--- config.mk ---
export PLATFORM = sky130hd
export DESIGN_NAME = pc_gen
export DESIGN_NICKNAME = d
export VERILOG_FILES = /design/src/rtl/pc_gen.sv
export SDC_FILE = /design/constraint.sdc
export NUM_CORES = 1
export LEC_CHECK = 0
export CORE_MARGIN = 5
export CORE_UTILIZATION = 55
export CTS_CLUSTER_DIAMETER = 60
export DETAILED_ROUTE_END_ITERATION = 16
export PLACE_DENSITY = 0.93
export REMOVE_ABC_BUFFERS = 1
export SYNTH_ARGS = -nofsm -noshare
export SYNTH_HDL_FRONTEND = slang
export SYNTH_SLANG_ARGS = --single-unit
--- constraint.sdc ---
create_clock -name clk -period 3.8 [get_ports clk]
set_clock_uncertainty 0.05 [all_clocks]
set_input_delay 0.38 -clock clk [delete_from_list [all_inputs] [get_ports clk]]
set_output_delay 0.38 -clock clk [all_outputs]
set_load 0.02 [all_outputs]
--- src/rtl/pc_gen.sv ---
// pc_gen: fetch program-counter generator with stall, branch/trap redirect
// and redirect buffering while the front end is held.
//
// Ports:
//   clk          clock, all state changes on the rising edge
//   rst          asynchronous active-high reset
//   i_hold       pipeline stall; freezes fetch and withholds the request
//   i_jump_en    branch/jump redirect request
//   i_jump_addr  branch/jump target
//   i_trap_en    exception/interrupt redirect request (beats jump)
//   i_trap_addr  trap vector target
//   i_is_c       current instruction is 16-bit (compressed builds only)
//   i_if_ready   fetch unit accepts the request this cycle
//   o_if_valid   fetch request valid (registered)
//   o_pc         fetch address (registered)
//
// Build option: define PC_GEN_RVC_EN for compressed-instruction support
// (2-byte increment when i_is_c, halfword-aligned redirect targets).
// Without it i_is_c is ignored and targets are word aligned.
module pc_gen #(
  parameter int unsigned            XLEN         = 32,
  parameter logic [XLEN-1:0]        RESET_VECTOR = '0
) (
  input  logic            clk,
  input  logic            rst,
  input  logic            i_hold,
  input  logic            i_jump_en,
  input  logic [XLEN-1:0] i_jump_addr,
  input  logic            i_trap_en,
  input  logic [XLEN-1:0] i_trap_addr,
  input  logic            i_is_c,
  input  logic            i_if_ready,
  output logic            o_if_valid,
  output logic [XLEN-1:0] o_pc
);

  typedef enum logic [1:0] {
    S_IDLE = 2'd0,
    S_RUN  = 2'd1,
    S_HOLD = 2'd2
  } state_t;

`ifdef PC_GEN_RVC_EN
  localparam logic [XLEN-1:0] ALIGN_MASK = ~XLEN'(1);
`else
  localparam logic [XLEN-1:0] ALIGN_MASK = ~XLEN'(3);
`endif

  state_t          r_state;
  logic [XLEN-1:0] r_pc;
  logic            r_if_valid;
  logic            r_pend_valid;
  logic            r_pend_trap;
  logic [XLEN-1:0] r_pend_addr;

  state_t          w_nxt_state;
  logic [XLEN-1:0] w_nxt_pc;
  logic            w_nxt_if_valid;
  logic            w_nxt_pend_valid;
  logic            w_nxt_pend_trap;
  logic [XLEN-1:0] w_nxt_pend_addr;

  logic            w_redir;
  logic [XLEN-1:0] w_redir_addr;
  logic            w_fire;
  logic [XLEN-1:0] w_inc;

  // Sequential step size
`ifdef PC_GEN_RVC_EN
  assign w_inc = i_is_c ? XLEN'(2) : XLEN'(4);
`else
  logic w_unused_is_c;
  assign w_unused_is_c = i_is_c;
  assign w_inc         = XLEN'(4);
`endif

  // Incoming redirect: trap beats jump, target aligned
  assign w_redir      = i_trap_en | i_jump_en;
  assign w_redir_addr = (i_trap_en ? i_trap_addr : i_jump_addr) & ALIGN_MASK;
  assign w_fire       = r_if_valid & i_if_ready;

  // State register and datapath registers
  always_ff @(posedge clk or posedge rst) begin
    if (rst) begin
      r_state      <= S_IDLE;
      r_pc         <= RESET_VECTOR;
      r_if_valid   <= 1'b0;
      r_pend_valid <= 1'b0;
      r_pend_trap  <= 1'b0;
      r_pend_addr  <= '0;
    end else begin
      r_state      <= w_nxt_state;
      r_pc         <= w_nxt_pc;
      r_if_valid   <= w_nxt_if_valid;
      r_pend_valid <= w_nxt_pend_valid;
      r_pend_trap  <= w_nxt_pend_trap;
      r_pend_addr  <= w_nxt_pend_addr;
    end
  end

  // Next-state and next-datapath logic
  always_comb begin
    w_nxt_state      = r_state;
    w_nxt_pc         = r_pc;
    w_nxt_pend_valid = r_pend_valid;
    w_nxt_pend_trap  = r_pend_trap;
    w_nxt_pend_addr  = r_pend_addr;

    unique case (r_state)
      S_IDLE: begin
        w_nxt_pc         = RESET_VECTOR;
        w_nxt_state      = i_hold ? S_HOLD : S_RUN;
        w_nxt_pend_valid = 1'b0;
        w_nxt_pend_trap  = 1'b0;
        w_nxt_pend_addr  = '0;
      end

      S_RUN: begin
        // A redirect replaces the outstanding request even if it was not
        // accepted; an accepted request advances even as hold rises, so the
        // same address is never fetched twice.
        if (w_redir) begin
          w_nxt_pc = w_redir_addr;
        end else if (w_fire) begin
          w_nxt_pc = r_pc + w_inc;
        end
        w_nxt_state      = i_hold ? S_HOLD : S_RUN;
        w_nxt_pend_valid = 1'b0;
        w_nxt_pend_trap  = 1'b0;
        w_nxt_pend_addr  = '0;
      end

      S_HOLD: begin
        if (i_hold) begin
          // Buffer redirects; a pending trap is never displaced by a jump
          if (i_trap_en) begin
            w_nxt_pend_valid = 1'b1;
            w_nxt_pend_trap  = 1'b1;
            w_nxt_pend_addr  = w_redir_addr;
          end else if (i_jump_en && !(r_pend_valid && r_pend_trap)) begin
            w_nxt_pend_valid = 1'b1;
            w_nxt_pend_trap  = 1'b0;
            w_nxt_pend_addr  = w_redir_addr;
          end
        end else begin
          // Release: a live redirect outranks whatever was buffered
          w_nxt_state = S_RUN;
          if (w_redir) begin
            w_nxt_pc = w_redir_addr;
          end else if (r_pend_valid) begin
            w_nxt_pc = r_pend_addr;
          end
          w_nxt_pend_valid = 1'b0;
          w_nxt_pend_trap  = 1'b0;
          w_nxt_pend_addr  = '0;
        end
      end

      default: begin
        w_nxt_state      = S_IDLE;
        w_nxt_pc         = RESET_VECTOR;
        w_nxt_pend_valid = 1'b0;
        w_nxt_pend_trap  = 1'b0;
        w_nxt_pend_addr  = '0;
      end
    endcase

    w_nxt_if_valid = (w_nxt_state == S_RUN);
  end

  assign o_if_valid = r_if_valid;
  assign o_pc       = r_pc;

endmodule

### Word-level counts from Yosys, hierarchy flattened

Cells that the tools add are included.

| operators by class | value |
|---|---|
| $add $sub $neg | 1 |
| multipliers | 0 |
| divide/modulo/power cells | 0 |
| $lt $le $gt $ge | 0 |
| equal/unequal tests | 7 |
| shifts and indexed selects | 0 |
| mux-type cells | 22 |
| bitwise operators | 2 |
| reduce and logical (&&, ||, !) cells | 6 |

Operators by type and width:

| kind | number |
|---|---|
| two-way mux 32 bit | 10 |
| one-hot mux 32 bit (2 select lines) | 1 |
| adder 32 x 3 -> 32 bit (second input constant) | 1 |
| two-way mux 1 bit | 8 |
| inequality test 3 bit (second input constant) | 2 |
| equality test 2 x 1 -> 1 bit (second input constant) | 2 |
| two-way mux 2 bit | 2 |
| inequality test 4 bit (second input constant) | 1 |
| one-hot mux 2 bit (2 select lines) | 1 |
| AND reduction 3 bit | 1 |
| equality test 2 bit (second input constant) | 1 |
| logical AND 1 bit | 2 |
| zero test 2 bit | 1 |
| inequality test 2 bit (second input constant) | 1 |
| OR reduction 2 bit | 1 |
| bitwise AND 1 bit | 1 |
| zero test 1 bit | 1 |
| OR 1 bit | 1 |

| word-level totals | value |
|---|---|
| bits in registers | 69 |
| bits in latches | 0 |
| memory bits (writable) | 0 |
| memory bits (read-only) | 0 |
| input port bits | 71 |
| logic and storage cells | 44 |
| memories | 0 |

### Depth between registers and ports, before layout

| depth | value |
|---|---|
| word-level depth | 7 |
| mapped depth | 9 |
| gate-level depth less buffers | 7 |

### Least setup slack after synthesis

OpenSTA, ideal clock, no wires.

| timing | value |
|---|---|
| path type | flip-flop to flip-flop |
| start | register r_state[0] |
| end | register r_pc[25] (netlist: o_pc[25]) |
| setup time | 125 ps |
| data arrival time | 1967 ps |
| required time | 3625 ps |
| setup slack | 1658 ps |
| stages on the path, launching flop included | 9 |
| buffers on the path | 2 |
| clock period less this slack | 2142 ps |
| cell sequence | dfrtp_1 inv_1 ha_1 clkbuf_1 nor4b_1 a211oi_1 clkbuf_1 o21ai_0 o2bb2ai_1 |

| between the ends | value |
|---|---|
| word-level cells in the longest chain between the ends | 3 |
| elaborated cells between the ends (all ways) | 7 |

Ends and longest elaborated chain:

| element | RTL line | text |
|---|---|---|
| from (decl) | 49 | `state_t r_state;` |
| from (signal assigned) | 92 | `r_state <= w_nxt_state;` |
| equality test 2 x 1 -> 1 bit or equality test 2 bit (tied branches) | 109 | `unique case (r_state)` |
| inequality test 3 bit (no line) or inequality test 2 bit (tied branches) | -- |  |
| AND reduction 3 bit (no line) | -- |  |
| to (signal assigned) | 93 | `r_pc <= w_nxt_pc;` |
| to (decl) | 50 | `logic [XLEN-1:0] r_pc;` |

Parallel ways exist; a longest one is shown, timed or not.
A chain may end at the register's enable or synchronous reset.

### Worst setup path after layout

| timing | value |
|---|---|
| start | input i_jump_en |
| end | register r_pc[6] (netlist: o_pc[6]) |

| between the ends | value |
|---|---|
| word-level cells in the longest chain between the ends | 4 |
| elaborated cells between the ends (all ways) | 8 |

Ends and longest elaborated chain:

| element | RTL line | text |
|---|---|---|
| from (decl) | 27 | `input logic i_jump_en,` |
| OR 1 bit * | 78 | `assign w_redir = i_trap_en \| i_jump_en;` |
| two-way mux 32 bit | 148 | `if (w_redir) begin` |
| two-way mux 32 bit | 134 | `if (i_hold) begin` |
| one-hot mux 32 bit (2 select lines) | 109 |  |

Every way passes the cells marked *; elsewhere a longest branch is shown, timed or not. The select of a mux whose other input is x is not followed.

==> flow_summary.yaml <==
routing:
  drc_errors: 0
  vias: 5095
  wl_per_cell_um: 20.32
  ant_nets: 0
  drtIter0Drc: 621
  routed_wl_mm: 15.00
  firstDrtPassIters: 7
  vias_per_cell: 6.904
final_layout:
  syn_to_final_growth_pct: 25.98
  diodes: 0
  mostFrequentLayoutCells: "95 x clkdlybuf4s50_1, 74 x nand2_1, 67 x o21ai_0"
  layout.nets: 704
  fillers: 623
  drive_above_1_share: 0.07267
  stdcell_count: 738
  layout_commonest_cell: "clkdlybuf4s50_1"
  fin_util: 0.7050
clocking:
  cts_sinks: 65
  htreeDepth: 3
  cts.reportedPaths.clkPinSlew_ps: 70
  root_buffer: "clkbuf_8"
  cts_tree: "built"
  clock_latency_ps: 350
  ctsHoldBuffers: 0
  clock_path_buffers: 2
  post_cts_resize_count: 0
  cts_setup_buffers: 0
  cts-buffers-inserted: 9
synthesis:
  syn-instance-count: 555
  synth_top_area_cell: "dfrtp_1"
  synth_area_leaders: "dfrtp_1 36%, o21ai_0 7.4%, mux2i_1 6.6%, nand2_1 6.1%, a21oi_1 4.3%"
  ys_types: 62
  ys_seq_elements: 65
  ys.flop_type: "dfrtp_1"
  synth.yosys.seq_area_share: 0.3573
  synth.avg_cell_area_um2: 8.202
  synth-edff-count: 0
  syn_area_mm2: 0.004552
  synth.top_cell.area_share: 0.3573
  async_flop_share: 1.000
  ys_warn_count: 0
power:
  p_leak_nw: 2.355
  switching_power_mw: 1.526
  power_frac_clock: 0.165
  p_per_area_mw_per_mm2: 584.0
  comb_power_share: 0.508
  irDropWorstVdd_uv: 427.9
  power.internal_mw: 1.823
  netSwitchingFraction: 0.4555
  p_seq_frac: 0.327
sta:
  min_period_over_period: 0.7340
  rsz0062_at_grt: "false"
  finalSetupViolCount: 0
  hold_slack_ps: 427.3
  hold_viol_final: 0
  max_freq_ghz: 0.3585
  period_minus_slack_ps: 2789
  worst_pin_slew_ps: 973.5
  relSlewSlack: 0.3450
  slew_viol_final: 0
  fin_ws_ps: 1011
floorplanning:
  die_y_um: 101.0
  start_util: 0.5596
  die_x_um: 101.0
  fp-row-count: 33
  fp.coreArea_mm2: 0.008134
  die_area_mm2: 0.01020
  io_pins: 104
grt:
  grt_util_all_layers: 0.2944
  grt_pass1_wl_mm: 24.05
  grt_pass1_vias: 4867
  grt_max_degree: 44
  antenna_found_initial: 0
  grt.overflow.total: 0
placement:
  numPortBuffers: 96
  dp_worst_setup_slack_ps: 756.9
  gp_congestion: 0.9329
  hpwlAfterDp_mm: 10.21
  dp_cells: 722
min_path:
  hold_depth: 2
  min_path_type: "flip-flop to flip-flop"
critical_path:
  critPathLaunchType: "primary input"
  r2r_end: "r_pend_addr[14]"
  timing.rr.start: "r_state[0]"
  path_delay_family: "buffers and inverters"
  path_cells: "clkdlybuf4s50_1, nor4b_1, a211o_1, buf_4, a21oi_1, a211oi_1"
  crit_buf_inv: 2
  critPathMaxStageDelay_ps: 760
  crit_path_start: "i_jump_en"
  arrival_ps: 3000
  r2r_slack_ps: 1120
  rr_worst_depth: 8
  crit_cells: 6
  worstSetupPathType: "primary input to flip-flop"
  cp-end-kind: "flip-flop"
  crit_required_ps: 4010
  slowest_stage: "nor4b_1"
  cp-endpoint: "o_pc[6]"
  path_max_fanout: 13
run_status:
  status: "complete, no violations"
job:
  drv_cap: 0
-- worst reg2reg max path: stages (launching register included) --
cell      delay [ps]
dfrtp_1          420
inv_1            100
ha_1             170
buf_4            420
nand2_1          210
a211oi_4         270
nand2b_1         430
buf_4            360
o21ai_0          150
-- power by group through the flow --
stage          clock [mW]  sequential, mW  combinational [mW]
2_1_floorplan           0            1.17               0.843
3_3_place_gp            0            1.08                1.60
3_5_place_dp            0            1.09                1.65
4_1_cts             0.551            1.08                1.66
5_1_grt             0.581            1.11                1.81
6_report            0.551            1.09                1.70
-- logic make-up after synthesis --
family | Yosys count | share of synthesized area
compound gates | 205 | 0.2952
xor+xnor | 6 | 0.01154
fa+ha+maj | 5 | 0.01374
buf+inv | 65 | 0.05827
flops | 65 | 0.3573
mux | 35 | 0.07834
other cells | 1 | 0.0008238
simple gates | 173 | 0.1847
-- per-layer routing --
metal	vias up	global-route usage	part of all wire
li1	2214	-	-
met4	0	0.1309	0.041
met3	82	0.07197	0.12
met1	2409	0.3758	0.37
met2	390	0.4734	0.46
met5	-	0	0
-- registers in the layout, indices dropped and copies added, names as in the netlist --
name / flops
o_if_valid: 1
r_pend_addr: 30
r_pend_trap: 1
r_state: 2
r_pend_valid: 1
o_pc: 30
-- synth_stat cells, types with 3 or more instances --
cell and instances:
a211oi_1 7, a21boi_0 12, a21oi_1 39, a221o_1 4, a221oi_1 5, a2bb2oi_1 3, a31o_2 3, a31oi_1 7
and3_1 4, and4_1 3, buf_1 7, buf_2 10, clkbuf_1 29, dfrtp_1 65, ha_1 5, inv_1 15
mux2_2 5, mux2i_1 30, nand2_1 74, nand2b_1 7, nand3_1 16, nand4_1 12, nor2_1 20, nor2b_1 5
nor3_1 12, nor4_1 6, o2111ai_1 8, o211ai_1 7, o21a_1 3, o21ai_0 67, o22a_1 5, o22ai_1 4
o2bb2ai_1 4, o31ai_1 10, or3_1 4, xnor2_1 5
-- layout make-up --
class	count	area, µm²	area share
multi-input cells	426	2681	0.4676
inverters	16	60.06	0.01047
repair buffers	110	1061	0.1850
well taps	105	131.4	0.02291
flip-flops and latches	65	1627	0.2837
clock inverters	3	15.01	0.002618
clock buffers	13	158.9	0.02771
-- worst min-delay path by stage --
stage	startpoint	to	slack (ps)
floorplan	r_pend_addr[15]	r_pend_addr[15]	390
global placement	r_pend_addr[5]	r_pend_addr[5]	410
detailed placement	r_pend_addr[5]	r_pend_addr[5]	420
CTS	r_pend_addr[5]	r_pend_addr[5]	430
global route	r_pend_addr[5]	r_pend_addr[5]	450
finish	r_pend_addr[5]	r_pend_addr[5]	430
-- through the flow --
stage                     setup TNS (ps)  total power, mW  area, µm²
after floorplan                   -11690            2.016       4350
after global placement                 0            2.680       5560
after detailed placement               0            2.746       5560
after CTS                              0            3.295       5734
after global routing                   0            3.508       5734
final                                  0            3.349       5734
(Power assumes the default switching activity.)
